## config.mk

```make
export PLATFORM = sky130hd
export DESIGN_NAME = cache_kv_controller_flat
export DESIGN_NICKNAME = d
export VERILOG_FILES = /design/src/rtl/cache_kv_controller_if.sv /design/src/rtl/cache_kv_controller.sv /design/src/flat_wrapper.sv
export SDC_FILE = /design/constraint.sdc
export NUM_CORES = 2
export LEC_CHECK = 0
export CORE_MARGIN = 1
export CORE_UTILIZATION = 37
export DETAILED_ROUTE_END_ITERATION = 8
export PLACE_DENSITY = 0.53
export SLEW_MARGIN = 20
export SYNTH_ARGS = -nofsm -noshare
export SYNTH_HDL_FRONTEND = slang
export SYNTH_SLANG_ARGS = --single-unit
```

## constraint.sdc

```tcl
create_clock -name clk -period 10.05 [get_ports clk]
set_clock_uncertainty 0.15 [all_clocks]
set_input_delay 3.015 -clock clk [delete_from_list [all_inputs] [get_ports clk]]
set_output_delay 3.015 -clock clk [all_outputs]
set_load 0.05 [all_outputs]
```

## src/rtl/cache_kv_controller_if.sv

```systemverilog
// Operation types shared by the requester and the key/value controller,
// and the request/response bundle between them.
package ctrl_types_pkg;
  typedef enum logic [1:0] {
    OP_NONE   = 2'd0,
    OP_READ   = 2'd1,
    OP_UPSERT = 2'd2,
    OP_DELETE = 2'd3
  } operation_e;
endpackage

interface cache_kv_controller_if #(
  parameter int ARCHITECTURE = 64,
  parameter int NUM_ENTRIES  = 8
);
  localparam int KEY_WIDTH   = ARCHITECTURE;
  localparam int VALUE_WIDTH = 2 * ARCHITECTURE;
  localparam int OCC_W       = $clog2(NUM_ENTRIES + 1);

  ctrl_types_pkg::operation_e operation_in;
  logic [KEY_WIDTH-1:0]       key_in;
  logic [VALUE_WIDTH-1:0]     value_in;
  logic                       ready_out;
  logic                       op_done_out;
  logic                       op_succ_out;
  logic [VALUE_WIDTH-1:0]     value_out;
  logic [OCC_W-1:0]           occupancy_out;

  // Requester side: issues operations, observes results.
  modport master (
    output operation_in, key_in, value_in,
    input  ready_out, op_done_out, op_succ_out, value_out, occupancy_out
  );

  // Controller side: consumes operations, produces results.
  modport slave (
    input  operation_in, key_in, value_in,
    output ready_out, op_done_out, op_succ_out, value_out, occupancy_out
  );
endinterface

```

## src/rtl/cache_kv_controller.sv

```systemverilog
// Small fully-associative key/value store in flops. One operation at a time:
// IDLE (accept) -> LOOKUP (match/free search) -> EXEC (apply) -> DONE (pulse).
module cache_kv_controller #(
  parameter int ARCHITECTURE = 64,
  parameter int NUM_ENTRIES  = 8
) (
  input  logic                  clk,
  input  logic                  rst_n,
  cache_kv_controller_if.slave  bus
);
  import ctrl_types_pkg::*;

  localparam int KEY_WIDTH   = ARCHITECTURE;
  localparam int VALUE_WIDTH = 2 * ARCHITECTURE;
  localparam int IDX_W       = $clog2(NUM_ENTRIES);
  localparam int OCC_W       = $clog2(NUM_ENTRIES + 1);

  typedef enum logic [1:0] {
    ST_IDLE   = 2'd0,
    ST_LOOKUP = 2'd1,
    ST_EXEC   = 2'd2,
    ST_DONE   = 2'd3
  } state_e;

  state_e                 state_q;
  operation_e             op_q;
  logic [KEY_WIDTH-1:0]   key_q;
  logic [VALUE_WIDTH-1:0] val_q;

  logic [NUM_ENTRIES-1:0] valid_q;
  logic [KEY_WIDTH-1:0]   key_mem [NUM_ENTRIES];
  logic [VALUE_WIDTH-1:0] val_mem [NUM_ENTRIES];

  logic                   hit_c, free_c;
  logic [IDX_W-1:0]       hit_idx_c, free_idx_c;
  logic                   hit_q, free_q;
  logic [IDX_W-1:0]       hit_idx_q, free_idx_q;

  logic                   ready_q, done_q, succ_q;
  logic [VALUE_WIDTH-1:0] value_out_q;
  logic [OCC_W-1:0]       occ_q;

  logic                   accept;

  // Only the three real operations start a transaction; NONE or any unknown
  // encoding leaves the controller idle.
  always_comb begin
    accept = 1'b0;
    if (state_q == ST_IDLE) begin
      case (bus.operation_in)
        OP_READ, OP_UPSERT, OP_DELETE: accept = 1'b1;
        default:                       accept = 1'b0;
      endcase
    end
  end

  // Search all valid slots for the latched key and all slots for a free one;
  // the descending scan leaves the lowest matching/free index.
  always_comb begin
    // NOTE: every output gets a default before the loop so no path leaves a
    // value unassigned, which would otherwise infer a latch.
    hit_c      = 1'b0;
    hit_idx_c  = '0;
    free_c     = 1'b0;
    free_idx_c = '0;
    for (int i = NUM_ENTRIES - 1; i >= 0; i--) begin
      if (valid_q[i] && (key_mem[i] == key_q)) begin
        hit_c     = 1'b1;
        hit_idx_c = IDX_W'(i);
      end
      if (!valid_q[i]) begin
        free_c     = 1'b1;
        free_idx_c = IDX_W'(i);
      end
    end
  end

  // Control FSM, valid bits, occupancy and registered result outputs.
  always_ff @(posedge clk or negedge rst_n) begin
    if (!rst_n) begin
      state_q     <= ST_IDLE;
      op_q        <= OP_NONE;
      valid_q     <= '0;
      hit_q       <= 1'b0;
      hit_idx_q   <= '0;
      free_q      <= 1'b0;
      free_idx_q  <= '0;
      ready_q     <= 1'b1;
      done_q      <= 1'b0;
      succ_q      <= 1'b0;
      value_out_q <= '0;
      occ_q       <= '0;
    end else begin
      // NOTE: state uses non-blocking assignments so every register samples
      // pre-edge values regardless of statement order.
      case (state_q)
        ST_IDLE: begin
          if (accept) begin
            op_q    <= bus.operation_in;
            ready_q <= 1'b0;
            state_q <= ST_LOOKUP;
          end
        end
        ST_LOOKUP: begin
          hit_q      <= hit_c;
          hit_idx_q  <= hit_idx_c;
          free_q     <= free_c;
          free_idx_q <= free_idx_c;
          state_q    <= ST_EXEC;
        end
        ST_EXEC: begin
          value_out_q <= '0;
          succ_q      <= 1'b0;
          case (op_q)
            OP_READ: begin
              succ_q <= hit_q;
              if (hit_q) value_out_q <= val_mem[hit_idx_q];
            end
            OP_UPSERT: begin
              if (hit_q) begin
                succ_q <= 1'b1;
              end else if (free_q) begin
                valid_q[free_idx_q] <= 1'b1;
                occ_q               <= occ_q + OCC_W'(1);
                succ_q              <= 1'b1;
              end
            end
            OP_DELETE: begin
              if (hit_q) begin
                valid_q[hit_idx_q] <= 1'b0;
                occ_q              <= occ_q - OCC_W'(1);
                succ_q             <= 1'b1;
              end
            end
            default: ;
          endcase
          done_q  <= 1'b1;
          state_q <= ST_DONE;
        end
        ST_DONE: begin
          done_q  <= 1'b0;
          ready_q <= 1'b1;
          state_q <= ST_IDLE;
        end
        default: state_q <= ST_IDLE;
      endcase
    end
  end

  // Request latches and slot key/value contents; meaningful only alongside a
  // set valid bit.
  always_ff @(posedge clk) begin
    // NOTE: data storage has no reset; the valid bits alone define contents,
    // so resetting wide key/value arrays would buy nothing.
    if (accept) begin
      key_q <= bus.key_in;
      val_q <= bus.value_in;
    end
    if (state_q == ST_EXEC && op_q == OP_UPSERT) begin
      if (hit_q) begin
        val_mem[hit_idx_q] <= val_q;
      end else if (free_q) begin
        key_mem[free_idx_q] <= key_q;
        val_mem[free_idx_q] <= val_q;
      end
    end
  end

  assign bus.ready_out     = ready_q;
  assign bus.op_done_out   = done_q;
  assign bus.op_succ_out   = succ_q;
  assign bus.value_out     = value_out_q;
  assign bus.occupancy_out = occ_q;

endmodule

```

## src/flat_wrapper.sv

```systemverilog
// flat-port wrapper written by rule: the top's interface ports become plain ports
module cache_kv_controller_flat import ctrl_types_pkg::*;
#(
  parameter int ARCHITECTURE = 64,
  parameter int NUM_ENTRIES  = 8
)
  (clk, rst_n, bus_operation_in, bus_key_in, bus_value_in, bus_ready_out, bus_op_done_out, bus_op_succ_out, bus_value_out, bus_occupancy_out);
  cache_kv_controller_if #(.ARCHITECTURE(ARCHITECTURE), .NUM_ENTRIES(NUM_ENTRIES)) bus_i ();
  input  logic clk;
  input  logic rst_n;
  input wire logic [$bits(bus_i.operation_in)-1:0] bus_operation_in;
  input wire logic [$bits(bus_i.key_in)-1:0] bus_key_in;
  input wire logic [$bits(bus_i.value_in)-1:0] bus_value_in;
  output wire logic [$bits(bus_i.ready_out)-1:0] bus_ready_out;
  output wire logic [$bits(bus_i.op_done_out)-1:0] bus_op_done_out;
  output wire logic [$bits(bus_i.op_succ_out)-1:0] bus_op_succ_out;
  output wire logic [$bits(bus_i.value_out)-1:0] bus_value_out;
  output wire logic [$bits(bus_i.occupancy_out)-1:0] bus_occupancy_out;
  assign bus_i.operation_in = bus_operation_in;
  assign bus_i.key_in = bus_key_in;
  assign bus_i.value_in = bus_value_in;
  assign bus_ready_out = bus_i.ready_out;
  assign bus_op_done_out = bus_i.op_done_out;
  assign bus_op_succ_out = bus_i.op_succ_out;
  assign bus_value_out = bus_i.value_out;
  assign bus_occupancy_out = bus_i.occupancy_out;
  cache_kv_controller #(.ARCHITECTURE(ARCHITECTURE), .NUM_ENTRIES(NUM_ENTRIES)) u_core (.clk(clk), .rst_n(rst_n), .bus(bus_i));
endmodule
```

# Word level (Yosys, flattened, before mapping)
# Memory sizes are Yosys's and may differ from the RTL's.
# Index checks and enable logic that the tools add are counted.
[word_totals]
regBits = 347
mem_bits_rw = 1536
input_bits = 196
out_inout_bits = 135
mem_count = 2
[mem_list]
columns = ["memory", "depth", "width", "read_ports", "rd_clocked_by_memory_dff", "write_ports", "line_no", "text"]
rows = [
  ["u_core.val_mem", 8, 128, 1, 0, 1, "cache_kv_controller.sv:32", "logic [VALUE_WIDTH-1:0] val_mem [NUM_ENTRIES];"],
  ["u_core.key_mem", 8, 64, 8, 0, 1, "cache_kv_controller.sv:31", "logic [KEY_WIDTH-1:0] key_mem [NUM_ENTRIES];"],
]
[classes]
add_sub_neg = 2
n_lt_le_gt_ge = 4
eq_ne = 21
mux = 65
bitwise = 3
reduce_logical = 20
[op_table]
columns = ["op", "count"]
rows = [
  ["$eq A64 B64 Y1", 8],
  ["$mux W128", 3],
  ["$reduce_or A128 Y1", 1],
  ["$mux W3", 17],
  ["$mux W1", 30],
  ["$mux W8", 3],
  ["$pmux W8 S2", 1],
  ["$eq A2 B2 Y1 const B", 6],
  ["$mux W4", 3],
  ["$logic_and A1 B1 Y1", 11],
  ["$and A8 B8 Y8", 1],
  ["$lt A3 B4 Y1 const B", 2],
  ["$not A8 Y8", 1],
  ["$or A8 B8 Y8", 1],
  ["$pmux W2 S4", 1],
  ["$pmux W4 S2", 1],
  ["$demux W1 S3", 2],
  ["$eq A2 B1 Y1 const B", 3],
  ["$ge A3 B1 Y1 const B", 2],
  ["$ne A2 B1 Y1 const B", 3],
  ["$reduce_bool A2 Y1", 3],
  ["$reduce_and A5 Y1", 1],
  ["$add A4 B1 Y4 const B", 1],
  ["$pmux W1 S2", 2],
  ["other kinds (7)", 8],
]

# Logic depth before layout (Yosys ltp)
[logic_depth]
depth_word = 10
mapped_depth = 10
depth_no_buf = 8

# Worst setup path before layout
# Ideal clock, no wire load.
[synth_path]
path_kind = "reg-to-reg"
from = "register u_core.state_q[0]"
to = "memory u_core.key_mem[0][0] (netlist name) (enable)"
setup_time_ns = 0.644
arrival_time_ns = 7.481
required_time_ns = 9.256
path_slack_ns = 1.775
path_stages_with_launch = 9
n_path_buf = 2
synth_period_minus_slack_ns = 8.275
cell_sequence = "dfrtp_1 inv_1 ha_1 clkbuf_1 nand2_1 nor2_1 nand2_1 clkbuf_1 nor4_1"
[synth_via]
elab_chain_cells = 4
[synth_lines]
columns = ["element", "line_no", "text"]
rows = [
  ["from (decl)", "cache_kv_controller.sv:25", "state_e state_q;"],
  ["from (signal assigned)", "cache_kv_controller.sv:81", "state_q <= ST_IDLE;"],
  ["from (signal assigned)", "cache_kv_controller.sv:101", "state_q <= ST_LOOKUP;"],
  ["from (signal assigned)", "cache_kv_controller.sv:109", "state_q <= ST_EXEC;"],
  ["$eq A2 B2 Y1", "cache_kv_controller.sv:159", "if (state_q == ST_EXEC && op_q == OP_UPSERT) begin"],
  ["$logic_and A1 B1 Y1", "cache_kv_controller.sv:159", ""],
  ["$mux W1", "cache_kv_controller.sv:159", ""],
  ["$mux W1 (not written as such)", "cache_kv_controller.sv:163", "key_mem[free_idx_q] <= key_q;"],
  ["to (decl)", "cache_kv_controller.sv:31", ""],
]
# Every way passes these cells.

# Final worst setup path
[layout_path]
from = "register u_core.ready_q (netlist: u_core.bus.ready_out)"
to = "output bus_ready_out"
[layout_rtl]
columns = ["element", "line_no", "text"]
rows = [
  ["from (decl)", "cache_kv_controller.sv:39", "logic ready_q, done_q, succ_q;"],
  ["from (signal assigned)", "cache_kv_controller.sv:88", "ready_q <= 1'b1;"],
  ["from (signal assigned)", "cache_kv_controller.sv:100", "ready_q <= 1'b0;"],
  ["from (signal assigned)", "cache_kv_controller.sv:142", "ready_q <= 1'b1;"],
  ["to (decl)", "flat_wrapper.sv:14", "output wire logic [$bits(bus_i.ready_out)-1:0] bus_ready_out;"],
]
# No word-level cell between the ends.

==> reports/qor.yml <==
sta:
  timing_hold_violations_final: 0
  fin_ws_ns: 4.679
  setup_viol: 0
  finalCritPeriodShare_pct: 53.45
  finalSetupTns_ns: 0
  slew_violations: 0
  hold_slack_ns: 0.3240
  tightest_slew_ns: 1.076
  period_minus_slack_ns: 5.371
  max_freq_ghz: 0.1862
  rsz0062_at_grt: "false"
  relSlewSlack_pct: 28.25
synthesis:
  synth_edf_count: 1728
  yosys.area.top_type_share_pct: 72.51
  syn_area_um2: 71560
  ys_warn_count: 0
  synthFlopType: "edfxtp_1"
  async_flop_share_pct: 8.232
  synthDistinctLibCells: 65
  synth_area_leaders: "edfxtp_1 (73%), dfrtp_1 (5.4%), a22oi_1 (3.6%)"
  synthCells: 4285
  synth_nets: 4488
  yosys.area.top_type: "edfxtp_1"
  synth.avg_cell_area_um2: 16.70
  ys_seq_area_share_pct: 77.93
  synth.ff_latch_count: 1883
finish:
  finalInstanceArea_um2: 84820
  final_nets: 4928
  fill_cells: 16830
  syn_to_final_growth_pct: 18.53
  drive_gt1_share_pct: 9.395
  fin_cells: 7426
routing:
  wl_um: 210000
  via_count: 40760
  antenna_left: 0
  drc: 0
  via_per_inst: 5.489
  wire_per_inst_um: 28.27
  firstDrtPassIters: 6
  drt_iter0_markers: 4120
power:
  leakage_nw: 27.19
  ir_drop_mv: 0.1813
  powerDensity_nw_per_um2: 246.5
floorplan:
  die_h_um: 441.8
  ios: 331
  num_rows: 161
  die_w_um: 441.8
  fp.dieArea_um2: 195200
  core_um2: 192400
  initial_core_util_pct: 37.20
clocking:
  cts_resized: 0
  cts_setup_buffers: 0
  ctsRootBufferMaster: "clkbuf_16"
  cts_buffers: 198
  cts_tree: "yes"
  cts.path.max_buffers: 3
  clk_latency_ns: 0.86
  cts.hold.buffers_added: 0
  path_clk_slew_ns: 0.06
  htreeDepth: 4
  cts.sinks: 1883
placed_design:
  place_ws_ns: 4.121
  place_area_um2: 78300
  gp_congestion: 0.8832
  dp_hpwl_um: 119300
  placed_cells: 7051
  io_buffers: 330
setup_path:
  cp_slowest_cell: "clkdlybuf4s50_1"
  critPathTopFamily: "buffers and inverters"
  slowest_delay_ns: 0.80
  crit_end: "bus_ready_out"
  criticalPathCategory: "reg -> out"
  worstPathBufferInverterCount: 1
  r2r_start: "u_core.state_q[0]"
  required_ns: 6.89
  r2r-end: "u_core.val_mem[0][13]"
  cp_max_fo: 3
  end_kind: "primary output"
  rrSetupSlack_ns: 5.27
  start_kind: "flip-flop"
  crit_arrival_ns: 2.21
  critPathLaunch: "u_core.bus.ready_out"
  crit_chain: "clkdlybuf4s50_1"
  path_depth: 1
  r2r_cells: 10
hold_path:
  min_path_type: "reg -> reg"
  worstHoldStart: "u_core.bus.occupancy_out[3]"
run_status:
  status: "completed"
flow_run:
  maxCapViolCount: 0
grt:
  grt_start_max_net_pins: 130
  grt_use_total_pct: 21.13
  first_global_vias: 40250
  overflow: 0
  grt_pass1_wl_um: 298200
  antenna_found_initial: 19
-- metal layers --
| metal | share of wire (%) | GRT usage, % |
|---|---|---|
| met5 | 0.0062 | 0 |
| met4 | 3.1 | 6.980 |
| met3 | 5.4 | 2.759 |
| met2 | 49 | 35.67 |
| met1 | 42 | 28.19 |
-- cell usage after synthesis (32+ instances only) --
library cell / n
nand2_1: 95
nand4_1: 125
a22oi_1: 343
a221oi_1: 88
o22ai_1: 112
xnor2_1: 251
a41o_1: 42
nor4_1: 81
o21ai_0: 71
edfxtp_1: 1728
clkbuf_1: 157
buf_1: 32
xor2_1: 120
a22o_1: 96
and3_1: 87
nor3_1: 36
nand2b_1: 148
inv_1: 222
nand3_1: 33
dfrtp_1: 154
nor2_1: 57
o2111ai_1: 34
-- flip-flops by register name, summed over array words and instances, names as in the netlist, 4 cells and up --
| name | count |
|---|---|
| u_core.key_mem | 512 |
| u_core.bus.value_out | 128 |
| u_core.bus.occupancy_out | 4 |
| u_core.key_q | 64 |
| u_core.val_mem | 1024 |
| u_core.val_q | 128 |
| u_core.valid_q | 8 |
-- report_power, final --
group,total [mW],internal (mW),switching [mW]
combinational,3.59,1.03,2.57
sequential,10.0,9.55,0.453
clock,7.31,4.16,3.15
-- cell type report --
| cell class | instances | area (um^2) | area share, % |
|---|---|---|---|
| Clock inverter | 114 | 1157 | 1.365 |
| Tap cell | 2526 | 3161 | 3.726 |
| Antenna cell | 4 | 10.01 | 0.01180 |
| Sequential cell | 1883 | 55770 | 65.75 |
| Clock buffer | 257 | 5348 | 6.305 |
| Multi-Input combinational cell | 1965 | 14240 | 16.79 |
| Timing Repair Buffer | 453 | 4280 | 5.046 |
| Inverter | 224 | 848.3 | 1.000 |
-- worst min path at each step --
stage | slack, ns | to | cells past startpoint
after floorplan | 0.35 | u_core.free_q | 1
after global routing | 0.37 | u_core.bus.occupancy_out[3] | 1
after global placement | 0.31 | u_core.bus.occupancy_out[3] | 1
final | 0.32 | u_core.bus.occupancy_out[3] | 1
after CTS | 0.33 | u_core.bus.occupancy_out[3] | 1
after detailed placement | 0.32 | u_core.bus.occupancy_out[3] | 1
-- through the flow --
stage                     util (%)  power [mW]
final                        44.09       20.90
after global placement       40.70       13.74
after global routing         44.09       21.58
after CTS                    44.08       21.06
after floorplan                  -       12.13
after detailed placement     40.70       13.77
-- cell families (layout without fill, tap and decap cells) --
family / after synthesis / after routing / share of synthesized area, %
flip-flops: 1883 / 1883 / 77.93
AO/OA/AOI/OAI: 859 / 859 / 9.125
AND/OR/NAND/NOR: 725 / 725 / 5.817
buffers and inverters: 437 / 1048 / 2.381
XOR/XNOR: 374 / 374 / 4.609
adder cells (fa/ha/maj): 7 / 7 / 0.1329
other: 0 / 4 / 0
-- cell usage in the layout, fill, tap and decap left out, drive strengths merged, types with 112 or more instances in the layout --
cell / instances
xor2: 120
a22oi: 343
edfxtp: 1728
o22ai: 112
clkbuf: 258
dfrtp: 154
buf: 123
nand2b: 148
nand4: 125
xnor2: 254
inv: 232
clkdlybuf4s50: 329
(Power assumes the default switching activity.)
